### config.mk
export PLATFORM = sky130hd
export DESIGN_NAME = board_uart_dump
export DESIGN_NICKNAME = d
export VERILOG_FILES = /design/src/rtl/board_uart_dump.sv
export SDC_FILE = /design/constraint.sdc
export NUM_CORES = 1
export LEC_CHECK = 0
export CORE_MARGIN = 2
export CORE_UTILIZATION = 38
export DETAILED_ROUTE_END_ITERATION = 16
export PLACE_DENSITY = 0.56
export SYNTH_ARGS = -nofsm -noshare
export SYNTH_HDL_FRONTEND = slang
export SYNTH_SLANG_ARGS = --single-unit
### constraint.sdc
create_clock -name clk -period 1.9 [get_ports clk]
set_input_delay 0.38 -clock clk [delete_from_list [all_inputs] [get_ports clk]]
set_output_delay 0.38 -clock clk [all_outputs]
set_load 0.01 [all_outputs]
### src/rtl/board_uart_dump.sv
// Streams the Sudoku board to the UART byte sender as ASCII rows.
// Each row is followed by a CR/LF (or LF only), with one byte handed over per start/busy handshake.
module board_uart_dump #(
   parameter int ROWS   = 9,
   parameter int COLS   = 9,
   parameter int ADDR_W = 7,
   parameter bit CRLF   = 1'b1
) (
   input  logic              clk,
   input  logic              rst,
   input  logic              go,
   output logic [ADDR_W-1:0] cell_addr,
   input  logic [3:0]        cell_data,
   output logic [7:0]        tx_data,
   output logic              tx_start,
   input  logic              tx_busy,
   output logic              busy,
   output logic              done
);

   localparam int RW = (ROWS > 1) ? $clog2(ROWS) : 1;
   localparam int CW = (COLS > 1) ? $clog2(COLS) : 1;
   localparam logic [RW-1:0] ROW_LAST = RW'(ROWS - 1);
   localparam logic [CW-1:0] COL_LAST = CW'(COLS - 1);

   typedef enum logic [3:0] {
      IDLE, READ, FETCH, SEND, ACK, DRAIN, NEXT, EOL, FIN
   } state_t;

   state_t            state, state_d;
   logic [RW-1:0]     row, row_d;
   logic [CW-1:0]     col, col_d;
   logic [ADDR_W-1:0] addr_d;
   logic [7:0]        data_d;
   logic              eol_phase, eol_d;

   function automatic logic [7:0] to_ascii(input logic [3:0] v);
      if (v == 4'd0)
         return 8'h2E;
      else if (v <= 4'd9)
         return 8'h30 + {4'h0, v};
      else
         return 8'h3F;
   endfunction

   always_ff @(posedge clk) begin
      if (rst) begin
         state     <= IDLE;
         row       <= '0;
         col       <= '0;
         cell_addr <= '0;
         tx_data   <= '0;
         eol_phase <= 1'b0;
      end else begin
         state     <= state_d;
         row       <= row_d;
         col       <= col_d;
         cell_addr <= addr_d;
         tx_data   <= data_d;
         eol_phase <= eol_d;
      end
   end

   always_comb begin
      state_d  = state;
      row_d    = row;
      col_d    = col;
      addr_d   = cell_addr;
      data_d   = tx_data;
      eol_d    = eol_phase;
      tx_start = 1'b0;
      done     = 1'b0;
      busy     = 1'b1;
      case (state)
         IDLE: begin
            busy = 1'b0;
            if (go && !tx_busy) begin
               row_d   = '0;
               col_d   = '0;
               addr_d  = '0;
               eol_d   = 1'b0;
               state_d = READ;
            end
         end
         READ:  state_d = FETCH;
         FETCH: begin
            data_d  = to_ascii(cell_data);
            state_d = SEND;
         end
         SEND: begin
            tx_start = 1'b1;
            state_d  = ACK;
         end
         ACK:   if (tx_busy)  state_d = DRAIN;
         DRAIN: if (!tx_busy) state_d = NEXT;
         NEXT: begin
            // eol_phase tells whether the byte that just drained was a cell or a terminator
            if (!eol_phase) begin
               if (col != COL_LAST) begin
                  col_d   = col + CW'(1);
                  addr_d  = cell_addr + ADDR_W'(1);
                  state_d = READ;
               end else begin
                  col_d   = '0;
                  state_d = EOL;
               end
            end else if (CRLF && tx_data == 8'h0D) begin
               data_d  = 8'h0A;
               state_d = SEND;
            end else if (row != ROW_LAST) begin
               row_d   = row + RW'(1);
               addr_d  = cell_addr + ADDR_W'(1);
               eol_d   = 1'b0;
               state_d = READ;
            end else begin
               state_d = FIN;
            end
         end
         EOL: begin
            data_d  = CRLF ? 8'h0D : 8'h0A;
            eol_d   = 1'b1;
            state_d = SEND;
         end
         FIN: begin
            done    = 1'b1;
            busy    = 1'b0;
            state_d = IDLE;
         end
         default: state_d = IDLE;
      endcase
   end

endmodule

After elaboration in Yosys (flattened, before gate mapping)
Index checks and enable logic that the tools add are counted.

cells by class
  muxes and demuxes = 35
  div/mod/pow operators = 0
  order comparisons = 1
  multiply operators = 0
  add/subtract/negate cells = 4
  reduce and logical (&&, ||, !) cells = 15
  shifts and indexed selects = 0
  bitwise operators = 0
  equal/unequal tests = 22

operators with widths
  kind                                                   count
  two-way mux 7 bit                                      7
  two-way mux 4 bit                                      12
  one-hot mux 4 bit (7 select lines)                     1
  one-hot mux 8 bit (3 select lines)                     1
  == test 4 x 3 -> 1 bit, second input constant          4
  two-way mux 8 bit                                      2
  != test 2 bit, second input constant                   8
  one-hot mux 4 bit (2 select lines)                     2
  one-hot mux 7 bit (2 select lines)                     1
  AND reduction 5 bit                                    2
  != test 3 bit, second input constant                   3
  AND reduction 3 bit                                    3
  adder 4 x 1 -> 4 bit, second input constant            2
  == test 4 x 2 -> 1 bit, second input constant          2
  == test 8 x 4 -> 1 bit, second input constant          1
  zero test 4 bit                                        2
  != test 4 bit, second input constant                   2
  adder 6 x 4 -> 7 bit, first input constant             1
  adder 7 x 1 -> 7 bit, second input constant            1
  two-way mux 1 bit                                      7
  nonzero test 3 bit                                     2
  == test 4 x 1 -> 1 bit, second input constant          1
  == test 4 bit, second input constant                   1
  less-or-equal comparator 4 bit, second input constant  1
  7 further kinds                                        8

word-level totals
  latch bits = 0
  memory bits (writable) = 0
  ROM bits = 0
  memories kept = 0
  flip-flop bits (word level) = 28
  output and inout bits = 18
  word-level logic and storage cells = 83
  input port bits = 8

Logic depth before layout (Yosys ltp)
Gate-level depths: netlist of run 1.

  depth after elaboration = 5
  depth in mapped cells = 7
  gate-level depth less buffers = 6

Worst setup path before layout of run 1
Ideal clock, no wire load.

  path type = register -> register
  start = register row[0]
  end = register cell_addr[4]
  period minus slack after synthesis = 1642 ps
  data required time = 1829 ps
  library setup time = 71 ps
  cell stages (with the launch flop) = 8
  path buffers = 1
  slack = 258 ps
  data arrival time = 1572 ps
  path through = dfxtp_1 > inv_1 > ha_1 > nand3b_2 > o22ai_1 > buf_2 > or4_1 > a21oi_1

between the ends
  cells in the longest elaborated chain, start to end = 3

ends and longest elaborated chain
  element                        RTL line  source
  start: declaration             31        logic [RW-1:0] row, row_d;
  start signal: assignment       56        row <= row_d;
  != test 4 bit                  110       end else if (row != ROW_LAST) begin
  != test 3 bit (no line)        -
  AND reduction 5 bit (no line)  -
  end signal: assignment         58        cell_addr <= addr_d;
  end: declaration               12        output logic [ADDR_W-1:0] cell_addr,

Every way passes these cells.
A chain may end at the register's enable or synchronous reset.

Final worst setup path of run 1
  start = register state[0]
  end = output port done

between the ends
  cells in the longest elaborated chain, start to end = 2

ends and longest elaborated chain
  element                   RTL line  source
  start: declaration        30        state_t state, state_d;
  start signal: assignment  55        state <= state_d;
  == test 4 bit             74        case (state)
  two-way mux 1 bit         74
  end: declaration          18        output logic done

Every way passes these cells.

==> results of run 1 <==
==> power groups by stage <==
stage / logic, mW / registers [mW] / clock network, mW
after global placement: 0.182 / 0.582 / 0
after floorplan: 0.0987 / 0.584 / 0
after global routing: 0.201 / 0.573 / 0.510
after CTS: 0.185 / 0.571 / 0.489
final: 0.184 / 0.571 / 0.471
after detailed placement: 0.184 / 0.583 / 0
==> cell usage after synthesis (2+ instances only) <==
library cell	instances
a21oi_1	18
a31oi_1	3
a32oi_1	2
and3_1	2
and4_1	2
buf_2	2
buf_4	2
clkbuf_1	4
dfxtp_1	26
ha_1	5
inv_1	11
mux2i_1	3
nand2_1	13
nand2b_1	3
nand3_1	7
nand3b_1	2
nand4_1	5
nand4bb_2	2
nor2_1	10
nor2b_1	3
nor4_1	2
nor4b_1	2
o21a_1	3
o21ai_0	11
o21ai_1	4
o22a_1	2
o22ai_1	2
o31ai_1	4
or2_1	2
or3_1	7
or4_1	2
xnor2_1	3
==> final cells by class <==
cell class	count	area, um2
Tap cell	50	62.6
Clock buffer	3	41.3
Multi-Input combinational cell	143	968
Sequential cell	26	523
Timing Repair Buffer	38	343
Clock inverter	1	30.0
Fill cell	387	1990
Inverter	11	41.3
==> worst max path at each step <==
stage	cells after the start	to	slack, ns
after global placement	6	col[3]$_SDFFE_PP0P_	0.13
after detailed placement	6	col[3]$_SDFFE_PP0P_	0.10
after CTS	2	busy	0.0001
after global routing	3	done	0.07
after floorplan	7	cell_addr[4]$_SDFFE_PP0P_	0.26
final	3	done	0.15
==> routing by layer <==
layer | wire length (um) | vias to the layer above
li1 | - | 763
met1 | 1810 | 712
met3 | 131 | 4
met2 | 1870 | 26
met4 | 46 | 0
met5 | 0 | -
==> flip-flops by register name, indices dropped and copies added (netlist names) <==
register,flops
eol_phase,1
row,4
col,4
tx_data,6
cell_addr,7
state,4
==> kinds of logic after synthesis <==
kind of cell / count (synthesis) / share of synthesized area, %
and+or+nand+nor: 72 / 28.5
AOI/OAI and AO/OA: 57 / 24.0
DFF: 26 / 33.2
buffers and inverters: 20 / 5.90
adders and majority gates: 5 / 3.99
xor gates and xnor gates: 4 / 2.23
muxes: 3 / 1.91
other: 1 / 0.239
==> tightest hold or removal path: cells and delay by family (launching register included) <==
family	cells	cell delay, ns
AOI/OAI and AO/OA	2	0.11
DFF	1	0.34
==> stage by stage <==
stage / hold slack (ns) / worst slack [ns]
3_5_place_dp: 0.482 / 0.104
2_1_floorplan: 0.462 / 0.258
4_1_cts: 0.496 / 0.000121
5_1_grt: 0.518 / 0.0671
6_report: 0.492 / 0.152
3_3_place_gp: 0.467 / 0.135
==> timing repair <==
action / 4_1_cts / 5_1_grt
setup buffers: 0 / 0
pin swaps: 0 / 0
resized for setup: 5 / 2
endpoints found under the setup margin: 3 / 3
==> metrics.txt, run 1 <==
status finished, final reports clean; share of flip-flops with an asynchronous set or reset 0%; hold path endpoint tx_data[1]$_SDFFE_PP0P_; Layout area overhead 28.1%; Area contributors post-synth dfxtp_1 (33%), a21oi_1 (5.7%), ha_1 (4.0%); clk_skew 0.00273 ns; RSZ-0062 raised after global routing no; Hold Crit Start tx_data[1]$_SDFFE_PP0P_; die width 68.3 um; hold path depth 2; Root Buffer Master clkbuf_8; Port Buffers 23; Post-DRT Antenna Nets 0; largest net degree at the start of global routing 16; Fmax 572 MHz; met1 usage 23.4%; Avg Synthesized Cell Area 8.35 um2; Seq pwr share 46.6%; Pins Over Slew Limit 0; max incr delay on CP 0.39 ns; #FFs+latches synth 26; hpwl dp 2960 um; Hold Vio Cnt, Final 0; Clock Latency Late Sink 0.28 ns; Hold WC Path Type reg -> reg; global route overflow 0; switch share 24.1%; total number of vias 1,505; Tcrit/Tclk final 92.0%; critical path startpoint state[0]$_SDFFE_PP0P_; DP Area 1930 um2; highest ir drop seen on vdd 0.000402 V; GRT met3 Usage 4.11%; gate count of the mapped netlist 188; Clock Pin Slew Worst Setup and Hold Paths 0.09 ns; initial antenna violation count 0; most frequent cells in the layout dfxtp_1 (24), clkdlybuf4s50_1 (20), a21oi_1 (18), buf_4 (15), nand2_1 (13); Slowest cell on crit path or3_1; die area 4660 um2; total power 1.23 mW; H-tree depth 1; Unique masters post-synth 51; final instance area 2010 um2; Top Usage Layer GRT met2; DRC 0; R2R setup slack 0.16 ns; warnings from Yosys 0; commonest non-fill, non-tap cell in the layout dfxtp_1; Worst Path Required 1.52 ns; CTS Sinks 26; Nets 236; Crit Path Class reg -> out; worst-path cell chain or3_1, nor2_1, dlygate4sd2_1; Vias per Instance 5.53; starting density of the core 39.2%; layout cell share with drive strength beyond 1 14.9%; Worst R2R Start state[2]$_SDFFE_PP0P_; crit end category output pin; First-pass DRT Iterations 4; core footprint 4000 um2; CP Launch Type flip-flop; arrival time worst endpoint 1.37 ns; Final setup viols 0; GRT met2 Usage 32.0%; mapped cell area 1570 um2; Iter 0 DRT Violations 83; Pwr Density 610 nW/um2; FF-to-FF path depth 4; CTS tree done; row count 23; Num CTS Buffers 3; critical path fanouts, max 4; crit path buf inv count 1; vias in the first global route 1,427; first-pass GRT wire length 6500 um; Yosys top cell by area dfxtp_1; Synth top area share 33.2%; Switching Power 0.295 mW; EDFF count, synth 0; Power Internal 0.930 mW; Finished Layout Cells 272; delay-heaviest family, CP simple AND/OR/NAND/NOR gates; final core occ 50.2%; Seq/Total Area, Yosys 33.2%; routed len/inst 14.2 um; Static Leak 0.704 nW; Post-CTS Hold Buffers 0; placed cell count 268; I/O pin count 26; max-cap violations 0; combinational share of power 15.0%; overall routing resource usage 18.7%; Clock Power Share 38.5%; CTS max path bufs 2; Placer Congestion 0.894; setup tns final 0 ns; RR Endpoint cell_addr[4]$_SDFFE_PP0P_; Main synth FF type dfxtp_1; die extent in y 68.3 um; Final Critical Period 1.75 ns; Ant. Diodes 0; final WL 3860 um
(Power assumes the default switching activity.)
==> run 2: changes to the inputs <==
- HOLD_SLACK_MARGIN: not set -> 0.06
- SLEW_MARGIN: not set -> 5
- clock period: 1.9 -> 2 ns (I/O delays scaled with it)
==> run 2 against run 1 <==
Against the previous run:
- non-clock buffer count decreased by 7
- final cell count down 2.6%
- register-to-register slack gained 0.06 ns
- flip-flop and latch count did not move
- sequential share of layout area rose by 1.0 points
- clock power is 24% lower
- total power fell by 14%
==> metrics.txt, run 2 (same netlist as run 1, synthesis figures left out) <==
critical path fanouts, max 9; RR Endpoint cell_addr[3]$_SDFFE_PP0P_; RSZ-0062 raised after global routing no; starting density of the core 39.2%; Pwr Density 545 nW/um2; highest ir drop seen on vdd 0.000273 V; core footprint 4000 um2; largest reg by FF count cell_addr; Final Critical Period 1.91 ns; routed len/inst 14.4 um; largest net degree at the start of global routing 15; R2R setup slack 0.22 ns; Num CTS Buffers 3; Pins Over Slew Limit 0; Nets 229; Layout area overhead 23.8%; DRC 0; total number of vias 1,532; Slowest cell on crit path clkdlybuf4s50_1; multi-input gate area in the final layout 966 um2; Iter 0 DRT Violations 87; max-cap violations 0; Placer Congestion 0.806; global route overflow 0; CP Launch Type flip-flop; layout cell share with drive strength beyond 1 11.6%; clk_skew 0.00402 ns; max incr delay on CP 0.49 ns; commonest non-fill, non-tap cell in the layout dfxtp_1; H-tree depth 1; row count 23; # fillers 390; final WL 3830 um; FF-to-FF path depth 4; Root Buffer Master clkbuf_8; die width 68.3 um; overall routing resource usage 18.4%; arrival time worst endpoint 1.51 ns; Fmax 523 MHz; Hold Crit Start tx_data[1]$_SDFFE_PP0P_; hold path depth 2; CTS tree done; register area 526 um2; vias in the first global route 1,354; die extent in y 68.3 um; Worst Path Required 1.60 ns; worst-path cell chain or3_1, clkdlybuf4s50_1; Clock Pin Slew Worst Setup and Hold Paths 0.09 ns; most frequent cells in the layout dfxtp_1 (24), clkdlybuf4s50_1 (21), a21oi_1 (18), nand2_1 (13); Vias per Instance 5.78; initial antenna violation count 0; max reg flops 7; Final setup viols 0; CTS max path bufs 2; Port Buffers 23; delay-heaviest family, CP buffers and inverters; Regs by FF count cell_addr x7, tx_data x6; Crit Path Class reg -> out; I/O pin count 26; Tcrit/Tclk final 95.5%; Hold Vio Cnt, Final 0; setup tns final 0 ns; hpwl dp 2920 um; Hold WC Path Type reg -> reg; Ant. Diodes 0; Worst R2R Start state[3]$_SDFFE_PP0P_; die area 4660 um2; hold path endpoint tx_data[1]$_SDFFE_PP0P_; status finished, final reports clean; CTS Sinks 26; Static Leak 0.663 nW; first-pass GRT wire length 6440 um; First-pass DRT Iterations 4; final worst hold slack 0.493 ns; Clock Latency Late Sink 0.28 ns; crit path buf inv count 1; Post-DRT Antenna Nets 0; crit end category output pin
-- run 2: cell count changes in the layout (fill, tap and decap cells not counted) --
cell / previous run / this run
nor2b_2: 1 / 0
nor2b_1: 2 / 3
dfxtp_2: 2 / 1
buf_4: 15 / 8
dfxtp_4: 0 / 1
clkdlybuf4s50_1: 20 / 21
bufinv_16: 1 / 0
dlygate4sd2_1: 2 / 1
clkbuf_8: 3 / 4
-- run 2: power by group --
part / internal, mW / switching [mW] / leakage [nW] / total [mW]
registers: 0.529 / 0.0134 / 0.211 / 0.543
clock network: 0.177 / 0.180 / 0.0288 / 0.357
logic: 0.0756 / 0.0843 / 0.423 / 0.160
total: 0.781 / 0.277 / 0.663 / 1.06
-- run 2: how the worst max path moves through the flow --
stage,from,end,slack (ns),cells after the start
2_1_floorplan,row[0]$_SDFFE_PP0P_,cell_addr[4]$_SDFFE_PP0P_,0.36,7
3_3_place_gp,state[2]$_SDFFE_PP0P_,cell_addr[3]$_SDFFE_PP0P_,0.21,4
3_5_place_dp,row[0]$_SDFFE_PP0P_,cell_addr[1]$_SDFFE_PP0P_,0.12,6
4_1_cts,state[1]$_SDFFE_PP0P_,tx_start,0.02,4
5_1_grt,state[1]$_SDFFE_PP0P_,busy,0.05,2
6_report,state[1]$_SDFFE_PP0P_,busy,0.09,2
-- run 2: cell type report --
cell class	count	share of cell area [%]
repair buffers	31	15.0
inverters	11	2.13
well taps	50	3.22
clock buffers	4	2.84
flip-flops and latches	26	27.1
multi-input cells	143	49.7
-- run 2: worst reg2reg max path, stage by stage, from the launching register on --
cell and delay [ns]:
dfxtp_1 0.40, and4bb_2 0.55, nand2_2 0.14, or4_1 0.48, a21oi_1 0.14
-- run 2: per-stage QoR --
step	std cells	util, %	worst slack (ns)	total power, mW	instance area, um2
after global routing	265	48.5	0.0526	1.11	1940
final	265	48.5	0.0890	1.06	1940
after global placement	261	46.9	0.210	0.713	1870
after CTS	265	48.3	0.0239	1.07	1930
after floorplan	189	-	0.358	0.649	1570
after detailed placement	261	46.9	0.124	0.715	1870
-- run 2: what timing repair did --
item | CTS | global route
hold endpoints to repair | 0 | 0
buffers inserted | 0 | 0
hold buffers | 0 | 0
cloned | 0 | 0
resized for setup | 4 | 2
setup endpoints to repair | 2 | 2
-- run 2: routing by layer --
layer | part of all wire (%) | up-vias | track usage [%]
met3 | 3.7 | 5 | 3.13
met5 | 0 | - | 0
li1 | - | 751 | -
met2 | 50 | 28 | 30.1
met1 | 45 | 748 | 24.3
met4 | 1.3 | 0 | 6.00
